## src/rtl/div_pkg.sv

```systemverilog
// Shared types and helpers for the sequential restoring divider.
// No logic of its own; pure types, constants and elaboration-time functions.
// Backpressure is handled by the users of this package, not here.
package div_pkg;

  typedef enum logic [1:0] {
    IDLE = 2'd0,
    RUN  = 2'd1,
    DONE = 2'd2
  } state_t;

  // Step counter must hold 0..QW/UNROLL.
  function automatic int cnt_width(input int qw, input int unroll);
    return $clog2(qw / unroll + 1);
  endfunction

  localparam int DEF_QW     = 16;
  localparam int DEF_UNROLL = 1;
  localparam int DEF_CNT_W  = cnt_width(DEF_QW, DEF_UNROLL);

  // Only power-of-two unroll factors up to 8 are supported.
  function automatic bit unroll_legal(input int unroll);
    return (unroll == 1) || (unroll == 2) || (unroll == 4) || (unroll == 8);
  endfunction

endpackage

```

## src/rtl/seq_restoring_divider_if.sv

```systemverilog
// Operand/result handshake bundle for the restoring divider.
// No latency; wires only.
// master drives operands and out_ready; slave (the divider) drives the rest.
interface seq_restoring_divider_if #(
  parameter int DW = 16,
  parameter int YW = 32,
  parameter int QW = 16
);
  logic          in_valid;
  logic          in_ready;
  logic [DW-1:0] in_x;
  logic [YW-1:0] in_y;
  logic          out_valid;
  logic          out_ready;
  logic [QW-1:0] out_q;
  logic [YW-1:0] out_r;
  logic          out_sat;
  logic          out_dbz;

  modport master (
    output in_valid, in_x, in_y, out_ready,
    input  in_ready, out_valid, out_q, out_r, out_sat, out_dbz
  );

  modport slave (
    input  in_valid, in_x, in_y, out_ready,
    output in_ready, out_valid, out_q, out_r, out_sat, out_dbz
  );
endinterface

```

## src/rtl/div_step.sv

```systemverilog
// One restoring-division step: shift in a dividend bit, subtract Y if it fits.
// Purely combinational, zero cycles.
// No handshake; chained UNROLL times inside the divider.
module div_step #(
  parameter int YW = 32
) (
  input  logic [YW-1:0] p_in,
  input  logic          bit_in,
  input  logic [YW-1:0] y,
  output logic [YW-1:0] p_out,
  output logic          q_bit
);
  logic [YW:0] t;

  // Trial subtraction on the YW+1 bit partial remainder; restore when it goes negative.
  always_comb begin
    t     = {p_in, bit_in};
    q_bit = (t >= {1'b0, y});
    p_out = q_bit ? YW'(t - {1'b0, y}) : t[YW-1:0];
  end
endmodule

```

## src/rtl/seq_restoring_divider.sv

```systemverilog
// Fixed-point divider Q = floor((X<<FRAC)/Y), UNROLL quotient bits per clock.
// Latency QW/UNROLL cycles on the normal path, result in the next cycle on dbz/sat.
// Single op in flight: in_ready only in IDLE, result held in DONE until out_ready.
module seq_restoring_divider
  import div_pkg::*;
#(
  parameter int DW     = 16,
  parameter int YW     = 32,
  parameter int QW     = 16,
  parameter int FRAC   = 16,
  parameter int UNROLL = 1
) (
  input logic                   clk,
  input logic                   rst,
  seq_restoring_divider_if.slave bus
);
  localparam int NW    = DW + FRAC;
  localparam int CW    = (NW > YW) ? NW : YW;
  localparam int STEPS = QW / UNROLL;
  localparam int CNT_W = cnt_width(QW, UNROLL);

  if (!unroll_legal(UNROLL) || (QW % UNROLL != 0) || (DW + FRAC < QW)) begin : g_bad_cfg
    $error("seq_restoring_divider: illegal UNROLL/QW/DW/FRAC combination");
  end

  state_t              state, state_nxt;
  logic [YW-1:0]       p;
  logic [QW-1:0]       s;
  logic [QW-1:0]       q;
  logic [YW-1:0]       y_reg;
  logic [CNT_W-1:0]    cnt;
  logic [QW-1:0]       q_res;
  logic [YW-1:0]       r_res;
  logic                sat_flag;
  logic                dbz_flag;

  logic [NW-1:0]       n_full;
  logic [CW-1:0]       h_ext;
  logic [CW-1:0]       y_ext;
  logic                y_zero;
  logic                h_ge;
  logic                last_step;
  logic [QW-1:0]       q_next;

  logic [YW-1:0]       p_chain [UNROLL+1];
  logic [UNROLL-1:0]   q_bits;

  assign n_full    = NW'(bus.in_x) << FRAC;
  assign h_ext     = CW'(n_full >> QW);
  assign y_ext     = CW'(bus.in_y);
  assign y_zero    = (bus.in_y == '0);
  // H >= Y means the quotient cannot fit in QW bits.
  assign h_ge      = (h_ext >= y_ext);
  assign last_step = (cnt == CNT_W'(STEPS - 1));

  // Step 0 consumes the current MSB of s and yields the most significant new quotient bit.
  assign p_chain[0] = p;
  for (genvar k = 0; k < UNROLL; k++) begin : g_step
    div_step #(.YW(YW)) u_step (
      .p_in  (p_chain[k]),
      .bit_in(s[QW-1-k]),
      .y     (y_reg),
      .p_out (p_chain[k+1]),
      .q_bit (q_bits[UNROLL-1-k])
    );
  end

  assign q_next = (q << UNROLL) | QW'(q_bits);

  // State register.
  always_ff @(posedge clk) begin
    if (rst) state <= IDLE;
    else     state <= state_nxt;
  end

  // Next-state logic: error cases skip RUN and go straight to DONE.
  always_comb begin
    state_nxt = state;
    case (state)
      IDLE:    if (bus.in_valid) state_nxt = (y_zero || h_ge) ? DONE : RUN;
      RUN:     if (last_step)    state_nxt = DONE;
      DONE:    if (bus.out_ready) state_nxt = IDLE;
      default: state_nxt = IDLE;
    endcase
  end

  // Datapath: operand capture on accept, UNROLL steps per RUN cycle, result latch on the last one.
  always_ff @(posedge clk) begin
    if (rst) begin
      p        <= '0;
      s        <= '0;
      q        <= '0;
      y_reg    <= '0;
      cnt      <= '0;
      q_res    <= '0;
      r_res    <= '0;
      sat_flag <= 1'b0;
      dbz_flag <= 1'b0;
    end else begin
      case (state)
        IDLE: begin
          if (bus.in_valid) begin
            if (y_zero) begin
              q_res    <= '1;
              r_res    <= '0;
              sat_flag <= 1'b0;
              dbz_flag <= 1'b1;
            end else if (h_ge) begin
              q_res    <= '1;
              r_res    <= '0;
              sat_flag <= 1'b1;
              dbz_flag <= 1'b0;
            end else begin
              p     <= YW'(h_ext);
              s     <= n_full[QW-1:0];
              q     <= '0;
              cnt   <= '0;
              y_reg <= bus.in_y;
            end
          end
        end
        RUN: begin
          p   <= p_chain[UNROLL];
          s   <= s << UNROLL;
          q   <= q_next;
          cnt <= cnt + CNT_W'(1);
          if (last_step) begin
            q_res    <= q_next;
            r_res    <= p_chain[UNROLL];
            sat_flag <= 1'b0;
            dbz_flag <= 1'b0;
          end
        end
        default: ;
      endcase
    end
  end

  assign bus.in_ready  = (state == IDLE);
  assign bus.out_valid = (state == DONE);
  assign bus.out_q     = q_res;
  assign bus.out_r     = r_res;
  assign bus.out_sat   = sat_flag;
  assign bus.out_dbz   = dbz_flag;
endmodule

```

## src/flat_wrapper.sv

```systemverilog
// flat-port wrapper written by rule: the top's interface ports become plain ports
module seq_restoring_divider_flat import div_pkg::*;
#(
  parameter int DW     = 16,
  parameter int YW     = 32,
  parameter int QW     = 16,
  parameter int FRAC   = 16,
  parameter int UNROLL = 1
)
  (clk, rst, bus_in_valid, bus_in_x, bus_in_y, bus_out_ready, bus_in_ready, bus_out_valid, bus_out_q, bus_out_r, bus_out_sat, bus_out_dbz);
  seq_restoring_divider_if #(.DW(DW), .YW(YW), .QW(QW)) bus_i ();
  input logic clk;
  input logic rst;
  input wire logic [$bits(bus_i.in_valid)-1:0] bus_in_valid;
  input wire logic [$bits(bus_i.in_x)-1:0] bus_in_x;
  input wire logic [$bits(bus_i.in_y)-1:0] bus_in_y;
  input wire logic [$bits(bus_i.out_ready)-1:0] bus_out_ready;
  output wire logic [$bits(bus_i.in_ready)-1:0] bus_in_ready;
  output wire logic [$bits(bus_i.out_valid)-1:0] bus_out_valid;
  output wire logic [$bits(bus_i.out_q)-1:0] bus_out_q;
  output wire logic [$bits(bus_i.out_r)-1:0] bus_out_r;
  output wire logic [$bits(bus_i.out_sat)-1:0] bus_out_sat;
  output wire logic [$bits(bus_i.out_dbz)-1:0] bus_out_dbz;
  assign bus_i.in_valid = bus_in_valid;
  assign bus_i.in_x = bus_in_x;
  assign bus_i.in_y = bus_in_y;
  assign bus_i.out_ready = bus_out_ready;
  assign bus_in_ready = bus_i.in_ready;
  assign bus_out_valid = bus_i.out_valid;
  assign bus_out_q = bus_i.out_q;
  assign bus_out_r = bus_i.out_r;
  assign bus_out_sat = bus_i.out_sat;
  assign bus_out_dbz = bus_i.out_dbz;
  seq_restoring_divider #(.DW(DW), .YW(YW), .QW(QW), .FRAC(FRAC), .UNROLL(UNROLL)) u_core (.clk(clk), .rst(rst), .bus(bus_i));
endmodule
```

## config.mk

```make
export PLATFORM = sky130hd
export DESIGN_NAME = seq_restoring_divider_flat
export DESIGN_NICKNAME = d
export VERILOG_FILES = /design/src/rtl/div_pkg.sv /design/src/rtl/seq_restoring_divider_if.sv /design/src/rtl/div_step.sv /design/src/rtl/seq_restoring_divider.sv /design/src/flat_wrapper.sv
export SDC_FILE = /design/constraint.sdc
export NUM_CORES = 1
export LEC_CHECK = 0
export ABC_AREA = 1
export ABC_CLOCK_PERIOD_IN_PS = 2410
export CORE_UTILIZATION = 45
export DETAILED_ROUTE_END_ITERATION = 6
export DONT_BUFFER_PORTS = 1
export GPL_ROUTABILITY_DRIVEN = 0
export PLACE_DENSITY = 0.61
export SYNTH_ARGS = -nofsm -noshare
export SYNTH_HDL_FRONTEND = slang
export SYNTH_SLANG_ARGS = --single-unit
```

## constraint.sdc

```tcl
create_clock -name clk -period 2.41 [get_ports clk]
set_input_delay 0.3615 -clock clk [delete_from_list [all_inputs] [get_ports clk]]
set_output_delay 0.3615 -clock clk [all_outputs]
set_load 0.01 [all_outputs]
```

==> reports/qor.yml <==
worst_setup_path:
  r2r-end: "u_core.p[13]$_SDFFE_PP0P_"
  path_class: "flop to flop"
  crit_fanout: 16
  r2r-start: "u_core.p[27]$_SDFFE_PP0P_"
  regToRegSetupSlack_ns: 0.17
  worst-endpoint-required_ns: 2.73
  reg2reg_depth: 14
  endpoint_kind: "flop"
  startpoint_type: "flop"
  worstPathArrival_ns: 2.56
timing:
  max_slew_margin_pct: 34.0
  whs_ns: 0.119
  fin_tns_setup_ns: 0
  skew_ns: 0.0202
  min_period_ns: 2.24
  period_share_pct: 93.1
  tightest_slew_ns: 0.986
  hold_viol: 0
  setup_viol: 0
  fmax_ghz: 0.446
  drv_slew: 0
synthesis:
  seq_area_frac_synth_pct: 30.5
  synth-main-ff-cell: "dfxtp_1"
  synth_area_um2: 8930
  async_flop_share_pct: 0
  syn_nets: 1576
  yosysWarnings: 0
  synth.top_cell.area_share_pct: 30.5
  synth_cells: 1473
  synth_edf_count: 0
  yosys.area.top_type: "dfxtp_1"
  synth_area_per_cell_um2: 6.06
  synth_cell_types: 37
  ys_ff_latch: 136
  yosys-top-cells-area: "dfxtp_1 30%, nand2_1 21%, inv_1 10%"
routing:
  wire_per_inst_um: 14.0
  drt_iter0_markers: 495
  drc: 0
  drt-pass1-iter-count: 5
  via_per_inst: 4.97
  routed-via-count: 8827
  routed_wirelength_um: 24800
  ant_nets: 0
power:
  p_int_uw: 5880
  peakVddDrop_mv: 0.412
  powerDensity_nw_per_um2: 918
  p_leak_uw: 0.00556
  sw_frac_of_total_pct: 39.7
  total_power_uw: 9740
  pwr-share-seq_pct: 28.1
  switchingPower_uw: 3870
  combPwrFrac_pct: 40.6
  pwr-share-clk_pct: 31.4
floorplanning:
  initial_utilization_pct: 45.9
  io_pins: 104
  die_w_um: 143
  dieArea_um2: 20400
  rows: 51
  core_um2: 19500
  die_y_um: 143
cts:
  post_cts_buffers: 0
  cts_tree: "done"
  cts-root-buf: "clkbuf_16"
  cts_htree_levels: 4
  cts_buffers: 17
  numClockSinks: 136
  cts_buffer_depth: 2
  clk_latency_ns: 0.43
  cts.reportedPaths.clkPinSlew_ns: 0.07
status:
  status: "finished, final reports clean"
global_route:
  grtUsageTotal_pct: 25.0
  grt.overflow.total: 0
  grt_pass1_vias: 8009
  antenna_found_initial: 0
  grt_pass1_wl_um: 39800
  grt_max_degree: 65
worst_hold_path:
  holdCritStartpoint: "bus_in_y[27]"
  hold_path.class: "primary input to flop"
  hold_depth: 2
  min_to: "u_core.y_reg[27]$_SDFFE_PP0P_"
layout:
  final_nets: 1602
  areaGrowthSynthToFinish_pct: 18.9
  fillers: 1927
  ff_latch_area_um2: 2730
  layout-drive-gt1-share_pct: 12.0
  postLayoutCellArea_um2: 10600
  antennaDiodeCount: 0
  multiInputGateArea_um2: 5390
placed_design:
  postPlaceCellArea_um2: 9550
  numPortBuffers: 0
  dp_hpwl_um: 18600
job:
  max_cap_violations: 0
==> synth_stat cells (5+ instances only) <==
cell type / instances
nand2_1: 500
inv_1: 243
nor2_1: 158
dfxtp_1: 136
a21oi_1: 110
nand3_1: 65
ha_1: 50
o21ai_0: 35
nand4_1: 31
buf_2: 22
clkbuf_1: 19
nand3b_1: 16
o21ai_1: 12
xor2_1: 11
nor3_1: 7
nor4_1: 6
buf_4: 5
o21bai_1: 5
==> cells by family after synthesis <==
family                   synth area share (%)
AND/OR/NAND/NOR                          38.0
XOR/XNOR                                 1.28
buffers and inverters                    13.3
adder cells (fa/ha/maj)                  7.23
flip-flops                               30.5
AO/OA/AOI/OAI                            9.66
==> through the flow <==
step           worst slack [ns]  util [%]  cells
3_3_place_gp             0.0651      49.0   1744
6_report                  0.166      54.5   1777
3_5_place_dp             0.0219      49.0   1744
5_1_grt                 -0.0146      54.5   1777
2_1_floorplan             0.361         -   1473
4_1_cts                  0.0723      52.5   1777
==> worst max path at each step <==
stage	from	end	slack (ns)	cells after the start
5_1_grt	u_core.y_reg[4]$_SDFFE_PP0P_	u_core.bus.out_r[11]$_SDFFE_PP0P_	-0.01	15
3_3_place_gp	bus_in_y[31]	u_core.q[1]$_SDFFE_PP0P_	0.07	12
2_1_floorplan	u_core.y_reg[20]$_SDFFE_PP0P_	u_core.bus.out_r[18]$_SDFFE_PP0P_	0.36	17
6_report	u_core.p[27]$_SDFFE_PP0P_	u_core.p[13]$_SDFFE_PP0P_	0.17	14
4_1_cts	u_core.y_reg[8]$_SDFFE_PP0P_	u_core.bus.out_r[29]$_SDFFE_PP0P_	0.07	16
3_5_place_dp	bus_in_y[31]	u_core.q[1]$_SDFFE_PP0P_	0.02	12
==> cell usage in the layout, fill, tap and decap left out, types with 17 or more instances in the layout <==
cell type / count
nand2_1: 490
o21ai_0: 34
clkbuf_16: 17
nor2_1: 151
a21oi_1: 102
ha_1: 26
dfxtp_1: 129
ha_4: 21
inv_1: 239
nand3_1: 63
nand4_1: 31
buf_4: 48
==> metal layers <==
layer / track usage, % / share of wire [%] / vias up
li1: - / - / 4614
met1: 32.9 / 47 / 3969
met2: 40.4 / 45 / 209
met3: 5.16 / 5.1 / 35
met4: 8.94 / 2.2 / 0
met5: 0 / 0 / -
==> power by group through the flow <==
stage | registers, uW | logic, uW | clock network [uW]
finish | 2740 | 3950 | 3060
global route | 2760 | 4470 | 3190
CTS | 2710 | 3670 | 3110
global placement | 2750 | 3610 | 0
detailed placement | 2750 | 3630 | 0
floorplan | 2700 | 2610 | 0
==> worst max-delay path, cell delays in order (launching register included) <==
cell and delay [ns]:
dfxtp_1 0.39, ha_2 0.34, a21oi_2 0.17, o21ai_1 0.11
a21oi_1 0.14, nand2_1 0.10, nor2_4 0.20, nand2_4 0.08
buf_6 0.16, nand2_1 0.07, nand2_1 0.05, nand2_1 0.11
nand3_1 0.09, nand2_1 0.06, inv_1 0.04
==> final cells by class <==
class	count	share of cell area (%)
sequential	136	25.7
clock buffer	18	4.14
inverter	248	8.80
timing repair buffer	59	5.21
multi-input combinational	1037	50.8
tap	265	3.12
clock inverter	14	2.19
==> timing repair <==
item | 4_1_cts | 5_1_grt
resized for setup | 0 | 78
endpoints found under the setup margin | 0 | 64
hold buffers | 1 | 0
endpoints found under the hold margin | 25 | 0
Note: power is estimated with default switching activity, not from simulation.
==> patch: new RTL, config.mk and constraints unchanged <==
`DW` is set to 16 in 3 places; all go to 32.
--- a/src/rtl/seq_restoring_divider_if.sv
+++ b/src/rtl/seq_restoring_divider_if.sv
@@ -2,7 +2,7 @@
 // No latency; wires only.
 // master drives operands and out_ready; slave (the divider) drives the rest.
 interface seq_restoring_divider_if #(
-  parameter int DW = 16,
+  parameter int DW = 32,
   parameter int YW = 32,
   parameter int QW = 16
 );
--- a/src/rtl/seq_restoring_divider.sv
+++ b/src/rtl/seq_restoring_divider.sv
@@ -4,7 +4,7 @@
 module seq_restoring_divider
   import div_pkg::*;
 #(
-  parameter int DW     = 16,
+  parameter int DW     = 32,
   parameter int YW     = 32,
   parameter int QW     = 16,
   parameter int FRAC   = 16,
--- a/src/flat_wrapper.sv
+++ b/src/flat_wrapper.sv
@@ -1,7 +1,7 @@
 // flat-port wrapper written by rule: the top's interface ports become plain ports
 module seq_restoring_divider_flat import div_pkg::*;
 #(
-  parameter int DW     = 16,
+  parameter int DW     = 32,
   parameter int YW     = 32,
   parameter int QW     = 16,
   parameter int FRAC   = 16,
Interface: changed (resized bus_in_x); port bits go from 104 to 120. The function was not compared with the original's and may differ.
==> patch against the original RTL <==
Wire length rose by 13%. Total power grew 25%. Sequential cell count stayed put. Cell area increased by 5.8%. Setup slack worse by 0.034 ns. Synthesized cell count is 4.3% higher. Area after synthesis grew 7.7%. Worst hold slack better by 0.0058 ns.
==> patch: results (changes against the original RTL) <==
Global route
  – Initial antenna violation count: 0 (unchanged)
  – Vias in the first global route: 8797 (+9.8%)
  – Global-route wire length before repair: 45100 µm (+13%)
  – Largest net degree at the start of global routing: 63 (-3.1%)
  – Tot GR Track Use: 0.260 (+0.00943)

Layout
  – Ratio of cells with drive above 1 in the final layout: 0.161 (+0.0411)
  – Ant. Diodes: 0 (unchanged)

Status
  – Status: completed

Synth
  – Synth cell types: 42 (+14%)
  – Post-Syn Nets: 1671 (+6.0%)
  – Top cells by area, synth: dfxtp_1 (28%), nand2_1 (19%), inv_1 (9.8%), ha_1 (8.6%), a21oi_1 (6.1%)
  – Synth warn: 0 (unchanged)
  – Fraction of registers with async set/reset: 0 (unchanged)
  – Area leader, netlist: dfxtp_1
  – Post-synth top cells: nand2_1 (497), inv_1 (250), dfxtp_1 (136)
  – Post-synthesis sequential area ratio: 0.283 (-0.0219)

Clock tree
  – Clk buf depth: 2 (unchanged)
  – Clock buffer count from CTS: 17 (unchanged)
  – Root buffer cell: clkbuf_16
  – CTS H-tree depth: 4 (unchanged)
  – Clk slew on worst S/H paths: 0.07 ns (about the same)
  – Worst skew pair latency: 0.43 ns (about the same)

Timing
  – Worst Clk Skew: 0.0118 ns (-0.00843 ns)
  – Worst slew margin: 0.585 (+0.244)

Power
  – Worst VDD drop: 0.475 mV (+15%)
  – Leak: 0.00571 µW (+2.7%)

Setup path
  – CP delay by family, top: simple AND/OR/NAND/NOR gates
  – CP arrival: 2.65 ns (+0.09 ns)
  – Startpoint Class: register
  – Crit Path Max Fanout: 11 (-5)
  – Reg2Reg Launch Point: u_core.y_reg[31]
  – Slowest cell on crit path: dfxtp_1
  – Largest stage delay, worst path: 0.31 ns (-0.08 ns)

Drt
  – Length of the first detailed-routing pass in iterations: 5 (unchanged)
  – Initial drt markers: 638 (+29%)
  – Overall routed net length: 28100 µm (+13%)
  – Post-DRT Antenna Nets: 0 (unchanged)
  – Routed vias/inst: 5.06 (+1.8%)

Placement
  – IO buf count: 0 (unchanged)
  – Post-DP HPWL: 21000 µm (+13%)
  – Dpl ws: -0.0127 ns (-0.0346 ns)

Hold path
  – Min-delay src: bus_in_y[19]
  – Worst Hold Class: in2reg
[patch: cell types whose count changed after synthesis, sizes merged, moves of 2 or more]
cell | unedited run | this run
inv | 247 | 261
nor2 | 164 | 114
o21a | 0 | 2
or2 | 4 | 6
o21ai | 48 | 42
xor2 | 11 | 14
a21oi | 110 | 129
nand3 | 68 | 117
nand2 | 506 | 535
nor4 | 6 | 2
and2 | 0 | 2
buf | 32 | 35
nand4 | 32 | 16
ha | 50 | 66
[patch: cell type report]
class / instances / area [µm²]
Fill cell: 2207 / 9720
Multi-Input combinational cell: 1084 / 6120
Sequential cell: 136 / 2740
Inverter: 261 / 980
Timing Repair Buffer: 48 / 472
Clock buffer: 17 / 425
Tap cell: 275 / 344
Clock inverter: 15 / 159
[patch: logic make-up (layout without fill, tap and decap cells)]
family                   after synthesis  after routing  share of synthesized area
AO/OA/AOI/OAI                        182            182                      0.102
XOR/XNOR                              16             16                     0.0146
adder cells (fa/ha/maj)               67             67                     0.0880
buffers and inverters                317            341                      0.133
flip-flops                           136            136                      0.283
AND/OR/NAND/NOR                      818            819                      0.379
[patch: metal layers]
metal | track usage | up-vias | share of wire
met5 | 0 | - | 0
met4 | 0.0892 | 0 | 0.021
met3 | 0.0518 | 35 | 0.064
met2 | 0.413 | 260 | 0.46
met1 | 0.349 | 4188 | 0.46
li1 | - | 4799 | -
[patch: through the flow]
| stage | instances | power [µW] | hold slack, ns | instance area, µm² |
|---|---|---|---|---|
| final | 1836 | 12200 | 0.125 | 11200 |
| after CTS | 1832 | 11600 | 0.119 | 10700 |
| after detailed placement | 1798 | 8950 | 0.436 | 10100 |
| after global placement | 1798 | 8910 | 0.434 | 10100 |
| after floorplan | 1536 | 7440 | 0.433 | 9620 |
| after global routing | 1836 | 13200 | 0.127 | 11200 |
[patch: repair_timing]
| item | 4_1_cts | 5_1_grt |
|---|---|---|
| setup endpoints to repair | 1 | 64 |
| pin swaps | 1 | 12 |
| resized for setup | 1 | 87 |
| buffers inserted | 1 | 3 |
| hold buffers | 1 | 0 |
| cloned | 0 | 1 |
| endpoints found under the hold margin | 32 | 0 |
[patch: report_power, final]
group | switching (µW) | internal, µW | total, µW
Sequential | 355 | 2600 | 2960
Combinational | 4160 | 2490 | 6650
Clock | 1210 | 1380 | 2590
[patch: worst reg2reg max path, delay by kind of cell (launching register included)]
kind                     cells  cell delay, ns
adder cells (fa/ha/maj)      1            0.29
buffers and inverters        4            0.32
flip-flops                   1            0.31
AND/OR/NAND/NOR             11            1.30
[patch: worst paths after layout]
check | endpoint | slack, ns | cells after the start
setup / recovery | u_core.p[11] | 0.13 | 16
hold / removal | u_core.y_reg[19] | 0.12 | 2
setup reg to reg | u_core.p[11] | 0.13 | 16
hold reg to reg | u_core.cnt[4] | 0.46 | 2
